`config.mk`:
```
export PLATFORM = sky130hd
export DESIGN_NAME = scan_sequencer
export DESIGN_NICKNAME = d
export VERILOG_FILES = /design/src/rtl/scan_sequencer.sv
export SDC_FILE = /design/constraint.sdc
export NUM_CORES = 1
export LEC_CHECK = 0
export BUFFER_PORTS_ARGS = -buffer_cell sky130_fd_sc_hd__buf_2
export CAP_MARGIN = 0
export CORE_UTILIZATION = 50
export DETAILED_ROUTE_END_ITERATION = 6
export PLACE_DENSITY = 0.89
export SYNTH_ARGS = -nofsm -noshare
export SYNTH_HDL_FRONTEND = slang
export SYNTH_SLANG_ARGS = --single-unit
```
`constraint.sdc`:
```
create_clock -name clk -period 2.16 [get_ports clk]
set_clock_uncertainty 0.15 [all_clocks]
set_input_delay 0.108 -clock clk [delete_from_list [all_inputs] [get_ports clk]]
set_output_delay 0.108 -clock clk [all_outputs]
set_load 0.01 [all_outputs]
```
`src/rtl/scan_sequencer.sv`:
```
// Scan sequencer: walks the enabled slots of an 8-bit mask, holding the decoder enable for a
// programmable dwell per slot with a one-cycle blank between slots (break-before-make).
`timescale 1ns/1ps
module scan_sequencer #(
  parameter int DWELL_W = 16
) (
  input  logic               clk,
  input  logic               rst_n,
  input  logic               start,
  input  logic               stop,
  input  logic               mode,
  input  logic [7:0]         mask,
  input  logic [DWELL_W-1:0] dwell,
  output logic [2:0]         a,
  output logic               en,
  output logic               busy,
  output logic               slot_done,
  output logic               sweep_done
);

  typedef enum logic [1:0] {IDLE, DWELL, BLANK} state_t;

  state_t             state_q, state_d;
  logic [2:0]         a_q, a_d;
  logic [DWELL_W-1:0] cnt_q, cnt_d;

  logic [7:0]         above;
  logic [DWELL_W-1:0] dwell_eff;
  logic               last, one_hot, end_sweep;

  function automatic logic [2:0] lowest_bit(input logic [7:0] m);
    lowest_bit = 3'd0;
    for (int i = 7; i >= 0; i--) begin
      if (m[i]) lowest_bit = 3'(i);
    end
  endfunction

  // Bits of the live mask strictly above the current slot; empty means the sweep wraps.
  assign above     = mask & ~((8'd2 << a_q) - 8'd1);
  assign dwell_eff = (dwell == '0) ? DWELL_W'(1) : dwell;
  assign last      = (state_q == DWELL) && (cnt_q <= DWELL_W'(1));
  assign one_hot   = (mask != 8'd0) && ((mask & (mask - 8'd1)) == 8'd0);
  assign end_sweep = (above == 8'd0) || one_hot;

  assign a          = a_q;
  assign en         = (state_q == DWELL);
  assign busy       = (state_q != IDLE);
  assign slot_done  = last && !stop;
  assign sweep_done = slot_done && (mask != 8'd0) && end_sweep;

  always_comb begin
    state_d = state_q;
    a_d     = a_q;
    cnt_d   = cnt_q;
    if (stop) begin
      state_d = IDLE;
      cnt_d   = '0;
    end else begin
      case (state_q)
        IDLE: begin
          if (start && (mask != 8'd0)) begin
            state_d = DWELL;
            a_d     = lowest_bit(mask);
            cnt_d   = dwell_eff;
          end
        end
        DWELL: begin
          if (!last) begin
            cnt_d = cnt_q - DWELL_W'(1);
          end else if ((mask == 8'd0) || (end_sweep && mode)) begin
            state_d = IDLE;
            cnt_d   = '0;
          end else begin
            state_d = BLANK;
            a_d     = (above != 8'd0) ? lowest_bit(above) : lowest_bit(mask);
            cnt_d   = '0;
          end
        end
        BLANK: begin
          state_d = DWELL;
          cnt_d   = dwell_eff;
        end
        default: begin
          state_d = IDLE;
          cnt_d   = '0;
        end
      endcase
    end
  end

  always_ff @(posedge clk or negedge rst_n) begin
    if (!rst_n) begin
      state_q <= IDLE;
      a_q     <= 3'd0;
      cnt_q   <= '0;
    end else begin
      state_q <= state_d;
      a_q     <= a_d;
      cnt_q   <= cnt_d;
    end
  end

endmodule

```
* Yosys cells after proc, flatten, opt, wreduce, memory -nomap -nowiden
Cells that the tools add are included.
** Cells by class
- $add $sub $neg :: 3
- Magnitude comparators :: 1
- Eq/ne operators :: 7
- Shift operators :: 1
- Multiplexer cells :: 31
- Bitwise logic cells :: 4
- Reductions and logical operators :: 21
** Operators with widths (count)
- $mux W16 :: 4
- $mux W3 :: 20
- $pmux W16 S3 :: 1
- $logic_not A8 Y1 :: 3
- $and A8 B8 Y8 :: 2
- $le A16 B1 Y1 const B :: 1
- $logic_not A16 Y1 :: 1
- $reduce_bool A8 Y1 :: 2
- $sub A16 B1 Y16 const B :: 1
- $sub A8 B1 Y8 const B :: 2
- $mux W2 :: 4
- $not A8 Y8 :: 1
- $shl A2 B3 Y8 const A :: 1
- $logic_and A1 B1 Y1 :: 7
- $pmux W2 S3 :: 1
- $pmux W3 S2 :: 1
- $reduce_and A5 Y1 :: 1
- $ne A2 B2 Y1 const B :: 2
- $reduce_bool A2 Y1 :: 2
- $ne A3 B2 Y1 const B :: 1
- $ne A3 B3 Y1 const B :: 1
- $eq A2 B1 Y1 const B :: 1
- $eq A2 B2 Y1 const B :: 1
- $logic_not A2 Y1 :: 1
- other kinds (5) :: 6
** Storage, ports and cells
- Bits in registers :: 21
- Input bits :: 29
- Output and inout port bits :: 7
- Logic and storage cells :: 71

* Longest topological paths before layout
- Word-level depth :: 16
- Depth in mapped cells :: 9
- Gate-level depth less buffers :: 8

* Worst setup path before layout
Ideal clock, no wire load.
- Path type :: register to register
- Start :: register cnt_q[10]
- End :: register a_q[0], in the netlist a[0]
- Setup time :: 125 ps
- Arrival time :: 1976 ps
- Required time :: 1885 ps
- Setup slack :: -91 ps
- Cell stages (with the launch flop) :: 8
- Buffers on the path :: 0
- Clock period less this slack :: 2251 ps
- Cells stage by stage :: dfrtp_1 > nor4_4 > nand3_2 > nor4_2 > mux2_1 > nand3_1 > a31oi_4 > mux2_4
** On the way
- Longest elaborated chain between the ends :: 4
** RTL lines
- start, declared :: line 25 : logic [DWELL_W-1:0] cnt_q, cnt_d;
- start signal, assigned :: line 99 : cnt_q <= cnt_d;
- $le A16 B1 Y1 :: line 41 : assign last = (state_q == DWELL) && (cnt_q <= DWELL_W'(1));
- $logic_and A1 B1 Y1 :: line 41
- $ne A2 B1 Y1 (no source line)
- $reduce_and A5 Y1 (no source line)
- end signal, assigned :: line 94 : a_q <= 3'd0;
- end signal, assigned :: line 98 : a_q <= a_d;
- end, declared :: line 24 : logic [2:0] a_q, a_d;
Every way passes these cells.
A chain may end at the register's enable or synchronous reset.

* Final worst setup path
- Start :: register cnt_q[1]
- End :: output port sweep_done
** On the way
- Longest elaborated chain between the ends :: 5
** RTL lines
- $le A16 B1 Y1 :: line 41
- $logic_and A1 B1 Y1 :: line 41
- $logic_and A1 B1 Y1 :: line 48 : assign slot_done = last && !stop;
- $logic_and A1 B1 Y1 (2 in a row) :: line 49 : assign sweep_done = slot_done && (mask != 8'd0) && end_sweep;
- end, declared :: line 18 : output logic sweep_done
Every way passes these cells.

==> impl_metrics.yaml <==
status:
  status: "finished with violations"
  violations: "negative setup slack"
floorplan:
  num_io_pins: 36
  dieHeight_um: 61.5
  start_util_pct: 52.7
  rows: 21
  die_area_um2: 3790
  design.core.area_um2: 3360
  die_w_um: 61.5
clocking:
  cts_root_buf: "clkbuf_4"
  numCtsBuffers: 3
  clk_latency_ns: 0.32
  cts_tree: "yes"
  cts.path.max_buffers: 2
  htree_levels: 1
  path_clk_slew_ns: 0.14
  clock_sinks: 21
grt:
  grt_use_total_pct: 27.6
  gr-total-overflow: 0
  use_met3_pct: 7.98
  grt_pass1_vias: 1780
  grt_max_degree: 22
  antenna_found_initial: 0
  use_met2_pct: 43.3
  grt_pass1_wl_um: 7710
  grt.busiest_layer: "met2"
  grt.met1_usage_pct: 36.7
critical_path:
  crit_family: "simple AND/OR/NAND/NOR gates"
  path_buf_inv: 2
  endpoint: "sweep_done"
  slowest_stage: "dfrtp_1"
  worst_setup_path_end_kind: "primary output"
  reg2regPathDepth: 8
  cp_max_fo: 5
  crit_chain: "inv_1, ha_2, nor2_2, nor4_4, nor3b_4, nand2_1, nor2b_1, buf_2"
  cp_data_arrival_time_ns: 2.13
  cp_data_required_time_ns: 1.90
  worstSetupPathType: "reg -> out"
  regToRegStartpoint: "cnt_q[1]"
  crit_cells: 8
  r2r-end: "a[0]"
  crit_path_start_kind: "flop"
  crit_start: "cnt_q[1]"
  worst-r2r-setup-slack_ns: -0.10
  max_stage_delay_ns: 0.42
detailed_routing:
  num_vias: 2063
  viasPerCell: 5.95
  first_iter_violations: 144
  ant_nets: 0
  drtPass1Iterations: 5
  wl_per_cell_um: 15.4
  routed_wl_um: 5340
  drc: 0
placement:
  port_buffers: 35
  post-place-ws_ns: -0.0906
  gp_congestion: 0.939
  placed_cells: 321
  dp_hpwl_um: 3530
logic_synthesis:
  yosysUniqueCellTypes: 56
  ys_seq_elements: 21
  yosysWarnings: 0
  synthCells: 222
  avgSynthCellArea_um2: 7.98
  synth_nets: 253
  synthesis.area_um2: 1770
  synth-seq-area-share_pct: 29.7
sta:
  setup_slack_ns: -0.226
  finalHoldViolCount: 0
  min_period_ns: 2.39
  drv_slew: 0
  period_share_pct: 110
  rsz0062_at_grt: "yes"
  fin_hold_ws_ns: 0.0103
  worstMarginPinSlew_ns: 0.550
  fin_setup_tns_ns: -0.615
  maxSlewHeadroom_pct: 63.2
  setup_viol: 5
  fmax_mhz: 419
layout:
  final_net_count: 333
  area_growth_syn_to_layout_pct: 38.1
  stdcell_count: 347
  fillers: 258
  antenna_cells: 0
  drive_gt1_share_pct: 34.9
pwr:
  p_per_area_nw_per_um2: 723
  total_power_uw: 1770
  vdd.ir_drop.worst_mv: 0.481
  leakagePower_uw: 0.00110
job:
  maxCapViolCount: 0
min_path:
  hold_path_class: "in -> reg"
## sequential cells by signal, summed over array words and instances, names as in the netlist
name and cells:
a 3, cnt_q 16, state_q 2
## placed cells by master (no fill, tap or decap), types with 3 or more instances in the layout
master and n:
nor2_1 22, mux2_4 4, o21ai_1 8, nor2_2 3
clkbuf_4 3, buf_4 33, nand3_2 3, dfrtp_1 21
nor4_4 3, a21oi_1 21, nand2_1 18, dlygate4sd3_1 15
nand2b_1 4, a31oi_1 4, o21ai_0 24, inv_1 8
nor2b_1 4, a22oi_1 8, nor3_1 10, buf_2 34
nor4_1 4
## synthesized netlist by cell type, drive strengths merged
cell type / number / share of area [%]
nor3b: 1 / 0.42
and2: 1 / 0.35
nand3: 5 / 2.0
clkdlybuf4s15: 2 / 1.2
a21o: 2 / 0.85
xnor2: 1 / 0.49
inv: 8 / 1.7
a211o: 2 / 1.1
mux2: 4 / 3.2
clkbuf: 1 / 0.21
a22oi: 8 / 3.4
o21ai: 34 / 10
a22o: 1 / 0.49
a31oi: 5 / 2.6
o21bai: 2 / 0.85
dfrtp: 21 / 30
o22ai: 1 / 0.35
or4: 1 / 0.64
nand3b: 1 / 0.42
o211ai: 1 / 0.42
a31o: 1 / 0.49
or2: 3 / 1.2
nor2: 26 / 5.5
a2bb2oi: 1 / 0.49
and3: 1 / 0.42
a2111oi: 1 / 1.6
ha: 2 / 1.4
a32oi: 1 / 0.49
buf: 5 / 1.9
nand2: 18 / 3.8
and4b: 1 / 0.56
a211oi: 2 / 1.1
or3: 4 / 1.4
nor3: 11 / 3.1
o21a: 1 / 0.42
a221o: 1 / 0.56
nor2b: 4 / 1.4
a21oi: 21 / 5.9
and4: 1 / 0.49
nand2b: 5 / 1.8
nor4: 8 / 4.9
clkinv: 1 / 0.21
nand4b: 1 / 0.49
## layout make-up
type | count | area (µm²) | share of cell area, %
timing repair buffer | 83 | 579 | 23.7
sequential | 21 | 526 | 21.5
tap | 46 | 57.6 | 2.35
multi-input combinational | 184 | 1220 | 50.0
inverter | 9 | 33.8 | 1.38
clock buffer | 3 | 22.5 | 0.920
clock inverter | 1 | 5.00 | 0.204
## worst reg2reg max path: stages (launching register included)
cell	delay, ns
dfrtp_1	0.42
inv_1	0.12
ha_2	0.23
nor2_2	0.06
nor4_4	0.32
mux2_4	0.22
nand3_2	0.09
a31oi_4	0.22
mux2_4	0.32
## cells by family (layout without fill, tap and decap cells)
kind of cell               count (synthesis)  after routing  synth area share (%)
adders and majority gates                  2              2                  1.41
and+or+nand+nor                           92             92                  28.9
DFF                                       21             21                  29.7
AOI/OAI and AO/OA                         85             85                  31.1
buffers and inverters                     17             96                  5.23
muxes                                      4              4                  3.18
xor gates and xnor gates                   1              1                 0.494
## per-layer routing
layer	part of all wire, %	vias to the layer above
li1	-	987
met1	41	938
met2	48	114
met3	7.6	24
met4	2.9	0
met5	0	-
## worst min path at each step
| stage | cells after the start | end | slack [ns] | startpoint |
|---|---|---|---|---|
| 2_1_floorplan | 0 | a[0] | -0.34 | rst_n |
| 3_3_place_gp | 1 | cnt_q[4] | -0.06 | rst_n |
| 3_5_place_dp | 1 | cnt_q[3] | -0.06 | rst_n |
| 4_1_cts | 3 | cnt_q[11] | 0.02 | dwell[11] |
| 5_1_grt | 3 | cnt_q[8] | 0.02 | dwell[8] |
| 6_report | 3 | cnt_q[9] | 0.01 | dwell[9] |
## power breakdown
group / switching, µW / internal, µW
Sequential: 95.6 / 462
Combinational: 519 / 494
Clock: 129 / 69.3
## per-stage QoR
step / util (%) / area (µm²)
after floorplan: - / 1790
after global placement: 64.2 / 2160
after detailed placement: 64.2 / 2160
after CTS: 70.8 / 2380
after global routing: 72.8 / 2450
final: 72.8 / 2450
## repair_timing
action	in CTS	in global routing
hold buffers	15	0
hold endpoints to repair	35	0
pin swaps	1	0
setup buffers	4	3
endpoints found under the setup margin	6	18
gates resized for setup	4	13
(Power assumes the default switching activity.)
